`config.mk`:
```
export PLATFORM = sky130hd
export DESIGN_NAME = led_blink_sequencer
export DESIGN_NICKNAME = d
export VERILOG_FILES = /design/src/rtl/led_blink_pkg.sv /design/src/rtl/bsg_counter_clear_up.sv /design/src/rtl/led_blink_sequencer.sv
export SDC_FILE = /design/constraint.sdc
export NUM_CORES = 1
export LEC_CHECK = 0
export CORE_UTILIZATION = 50
export CTS_BUF_LIST = sky130_fd_sc_hd__clkbuf_8 sky130_fd_sc_hd__clkbuf_16
export CTS_CLUSTER_DIAMETER = 100
export DETAILED_ROUTE_END_ITERATION = 8
export PLACE_DENSITY = 0.73
export SLEW_MARGIN = 20
export SYNTH_ARGS = -nofsm -noshare
export SYNTH_HDL_FRONTEND = slang
export SYNTH_SLANG_ARGS = --single-unit
```
`constraint.sdc`:
```
create_clock -name clk_i -period 2.5 [get_ports clk_i]
set_clock_uncertainty 0.2 [all_clocks]
set_input_delay 0.375 -clock clk_i [delete_from_list [all_inputs] [get_ports clk_i]]
set_output_delay 0.375 -clock clk_i [all_outputs]
set_load 0.01 [all_outputs]
```
`src/rtl/led_blink_pkg.sv`:
```
// Shared definitions for the LED blink sequencer: FSM state encoding.
package led_blink_pkg;

    typedef enum logic [1:0] {
        IDLE = 2'd0,
        ON   = 2'd1,
        OFF  = 2'd2
    } state_e;

endpackage

```
`src/rtl/bsg_counter_clear_up.sv`:
```
// Up-counter with synchronous clear; clear and increment may coincide.
module bsg_counter_clear_up #(
    parameter int unsigned max_val_p   = 8,
    parameter int unsigned init_val_p  = 0,
    parameter int unsigned ptr_width_lp = $clog2(max_val_p + 1)
) (
    input  logic                    clk_i,
    input  logic                    reset_i,
    input  logic                    clear_i,
    input  logic                    up_i,
    output logic [ptr_width_lp-1:0] count_o
);

    logic [ptr_width_lp-1:0] count_n;

    always_comb begin
        count_n = clear_i ? '0 : count_o;
        if (up_i)
            count_n = count_n + ptr_width_lp'(1);
    end

    always_ff @(posedge clk_i or posedge reset_i) begin
        if (reset_i)
            count_o <= ptr_width_lp'(init_val_p);
        else
            count_o <= count_n;
    end

endmodule

```
`src/rtl/led_blink_sequencer.sv`:
```
// Turns event strobes into one visible blink each (fixed on/off time), queueing
// events that arrive mid-blink in a saturating pending counter.
module led_blink_sequencer
    import led_blink_pkg::*;
#(
    parameter int unsigned width_p         = 11,
    parameter int unsigned pending_width_p = 4
) (
    input  logic                       clk_i,
    input  logic                       reset_i,
    input  logic                       pulse_i,
    output logic                       led_o,
    output logic                       busy_o,
    output logic [pending_width_p-1:0] pending_o,
    output logic                       overflow_o
);

    localparam int unsigned phase_len_lp = 1 << width_p;
    localparam logic [width_p:0] terminal_lp = (width_p + 1)'(phase_len_lp - 1);

    state_e           state, state_n;
    logic             pulse_r;
    logic             event_w;
    logic [width_p:0] timer;
    logic             timer_clear, timer_up;
    logic             terminal;
    logic             starts_blink;
    logic             inc, dec;

    bsg_counter_clear_up #(
        .max_val_p (phase_len_lp),
        .init_val_p(0)
    ) phase_timer (
        .clk_i  (clk_i),
        .reset_i(reset_i),
        .clear_i(timer_clear),
        .up_i   (timer_up),
        .count_o(timer)
    );

    assign event_w  = pulse_i & ~pulse_r;
    assign terminal = (timer == terminal_lp);

    // A blink started by a fresh event consumes it; one started from the queue
    // decrements pending, and a coincident event re-increments it.
    always_comb begin
        state_n      = state;
        timer_clear  = 1'b0;
        timer_up     = 1'b0;
        starts_blink = 1'b0;
        dec          = 1'b0;
        unique case (state)
            IDLE: begin
                timer_clear = 1'b1;
                if (event_w) begin
                    state_n      = ON;
                    starts_blink = 1'b1;
                end
            end
            ON: begin
                if (terminal) begin
                    state_n     = OFF;
                    timer_clear = 1'b1;
                end else begin
                    timer_up = 1'b1;
                end
            end
            OFF: begin
                if (terminal) begin
                    timer_clear = 1'b1;
                    if (pending_o != '0) begin
                        state_n = ON;
                        dec     = 1'b1;
                    end else if (event_w) begin
                        state_n      = ON;
                        starts_blink = 1'b1;
                    end else begin
                        state_n = IDLE;
                    end
                end else begin
                    timer_up = 1'b1;
                end
            end
            default: begin
                state_n     = IDLE;
                timer_clear = 1'b1;
            end
        endcase
    end

    assign inc = event_w & ~starts_blink;

    always_ff @(posedge clk_i or posedge reset_i) begin
        if (reset_i) begin
            state      <= IDLE;
            led_o      <= 1'b0;
            pulse_r    <= 1'b0;
            pending_o  <= '0;
            overflow_o <= 1'b0;
        end else begin
            state   <= state_n;
            led_o   <= (state_n == ON);
            pulse_r <= pulse_i;
            if (inc && !dec) begin
                if (pending_o == '1)
                    overflow_o <= 1'b1;
                else
                    pending_o <= pending_o + pending_width_p'(1);
            end else if (dec && !inc) begin
                pending_o <= pending_o - pending_width_p'(1);
            end
        end
    end

    assign busy_o = (state != IDLE);

endmodule

```
==> run summary <==
All-layer global routing usage: 0.205
Synthesized net count: 120
Buffers on Ports: 9
Crit path launch: state[0]
Slowest-stage cell, CP: or4_1
R2R cell count: 8
Worst vdd ir: 0.447 mV
Htree depth: 1
Max Fanout on Critical Path: 6
Crit path largest cell delay: 0.51 ns
Worst-Skew Late Latency: 0.26 ns
Setup ws final: 0.111 ns
Placement Rows: 17
Max-slew violation count: 0
PwrDens: 636 mW/mm^2
Critical Path Sink: phase_timer.count_o[10]
Final wirelength: 2210 um
Setup bufs post-CTS: 0
Crit Path Category: reg -> reg
Final Hold Viols: 0
Die W: 50.1 um
First-pass GRT wire length: 3800 um
Nature of the critical path endpoint: flop
RR Startpoint: state[0]
Int Power: 0.000645 W
Syn_area_per_cell: 10.6 um^2
Status: completed
Initial Util: 0.528
CTS max path bufs: 2
Setup slack, reg-to-reg: 0.11 ns
Gpl congestion: 0.863
Share of layout cells above drive strength 1: 0.243
Fmax achieved: 419 MHz
DRC: 0
Initial DRC count: 12
Sequential group share of total power: 0.480
Sequential area share after synthesis: 0.454
Vias in the first global route: 895
Clock transition at path regs: 0.08 ns
Die ar.: 0.00251 mm^2
Detail Placement HPWL: 1620 um
Number of vias per cell: 5.55
RSZ-0062 raised after global routing: true
Nets: 148
Slew @ Worst Pin: 0.442 ns
Dpl ws: -0.0472 ns
Cell count after synthesis: 109
WL/cell: 13.5 um
Reg2reg end: phase_timer.count_o[10]
Largest net degree at the start of global routing: 22
Final period util: 0.955
Area of the core: 0.00219 mm^2
CP dominant cell by count: ha_1
Finished Layout Cells: 164
Synth Cell Area: 0.00116 mm^2
Combinational power share: 0.281
Warnings from Yosys: 0
Root buffer cell: clkbuf_8
DRT Pass-1 Iters: 4
P&R area growth vs syn: 24.9%
Chip Height: 50.1 um
Final setup viols: 0
Switching share of total power: 0.299
Initial antenna violation count: 0
Clock Power Share: 0.239
Critical Path AT: 2.33 ns
TritonCTS clock tree: yes
Max transition margin: 0.702
Setup_tns: 0 ns
Switching pwr: 0.000275 W
# clock sinks: 21
Via count: 911
Post-Place Cells: 160
Antenna cells: 0
Crit-path cells: inv_2 -> ha_1 -> and3_2 -> ha_1 -> nand3_1 -> or4_1 -> xor2_1 -> nor2_1
DRT antenna net count: 0
Leakage power: 0.628 nW
Startpoint Class: flop
Yosys reg bits: 21
Yosys cell types: 33
Commonest cells after routing, fill and taps aside: dfrtp_1, buf_4, nor2_1, nand3_1, clkdlybuf4s50_1
Hold crit path type: in -> async
Total of max-cap violations: 0
Min Tclk post-route: 2.39 ns
Total gr overflow: 0
Commonest non-fill, non-tap cell in the layout: dfrtp_1
Num CTS Buffers: 3
Hold slack: 0.248 ns
WP data required: 2.44 ns
IO Count: 10
Total power draw: 0.000919 W
[flip-flops by register name, indices dropped and copies added (netlist names)]
signal / count
phase_timer.count_o: 12
pending_o: 4
state: 2
led_o: 1
overflow_o: 1
pulse_r: 1
[layout make-up]
type	instances	area (um^2)
Tap cell	28	35.0
Timing Repair Buffer	23	195
Fill cell	172	746
Multi-Input combinational cell	82	621
Sequential cell	21	526
Clock inverter	1	5.00
Inverter	6	22.5
Clock buffer	3	41.3
[synth_stat cells]
cell type  count  share of area
nor2b_1        1         0.0054
o21ai_2        1         0.0076
inv_1          6          0.019
nand4_1        1         0.0054
o21bai_1       1         0.0065
fa_1           1          0.017
nand2b_1       2          0.011
o2111ai_1      1         0.0076
o31ai_1        1         0.0065
nor4_1         1         0.0054
ha_1           7          0.076
a21o_1         1         0.0065
and2_1         3          0.016
a221o_1        1         0.0086
a21oi_1        2         0.0086
or4_1          2          0.013
xnor2_1        5          0.038
a32oi_1        1         0.0076
nor4_4         1          0.018
or2_2          1         0.0054
mux2_2         2          0.019
o21ai_0        1         0.0043
xor2_1         7          0.053
and3_2         4          0.026
nand3_1        9          0.039
o311a_1        1         0.0086
nand4b_4       1          0.021
dfrtp_1       21           0.45
nand2_1        8          0.026
nor3_1         1         0.0043
nor2_1        12          0.039
or4_4          1         0.0097
nor3b_1        1         0.0065
[how the worst min path moves through the flow]
stage	end	slack [ns]	cells after the start
2_1_floorplan	led_o	0.15	1
3_3_place_gp	overflow_o	0.27	1
3_5_place_dp	phase_timer.count_o[0]	0.27	1
4_1_cts	overflow_o	0.26	3
5_1_grt	pulse_r	0.28	3
6_report	phase_timer.count_o[5]	0.25	3
[layer usage]
layer	track usage	vias up	part of all wire
li1	-	434	-
met1	0.236	450	0.45
met2	0.364	22	0.51
met3	0.0370	5	0.023
met4	0.0857	0	0.017
met5	0	-	0
[power by group through the flow]
stage | clock [W] | sequential [W] | combinational [W]
after floorplan | 0 | 0.000456 | 0.000117
after global placement | 0 | 0.000446 | 0.000243
after detailed placement | 0 | 0.000450 | 0.000252
after CTS | 0.000226 | 0.000442 | 0.000252
after global routing | 0.000241 | 0.000453 | 0.000293
final | 0.000220 | 0.000441 | 0.000259
[cell families after synthesis]
logic type,Yosys count,synth area share
fa+ha+maj,8,0.0930
flops,21,0.454
compound gates,11,0.0724
simple gates,49,0.251
mux,2,0.0195
buf+inv,6,0.0195
xor+xnor,12,0.0908
[critical path: cells and delay by family (launching register included)]
kind	cells	cell delay (ns)
xor gates and xnor gates	1	0.16
adders and majority gates	2	0.52
buffers and inverters	1	0.07
DFF	1	0.43
and+or+nand+nor	4	0.88
[timing repair]
item                                    in CTS  in global routing
endpoints found under the hold margin        0                  0
gates resized for setup                      0                  4
endpoints found under the setup margin       0                  3
hold buffers                                 0                  0
[through the flow]
| stage | utilization | instance area, um^2 |
|---|---|---|
| after floorplan | - | 1160 |
| after global placement | 0.633 | 1390 |
| after detailed placement | 0.633 | 1390 |
| after CTS | 0.654 | 1430 |
| after global routing | 0.660 | 1450 |
| final | 0.660 | 1450 |
Power figures use the tool's default switching activity.
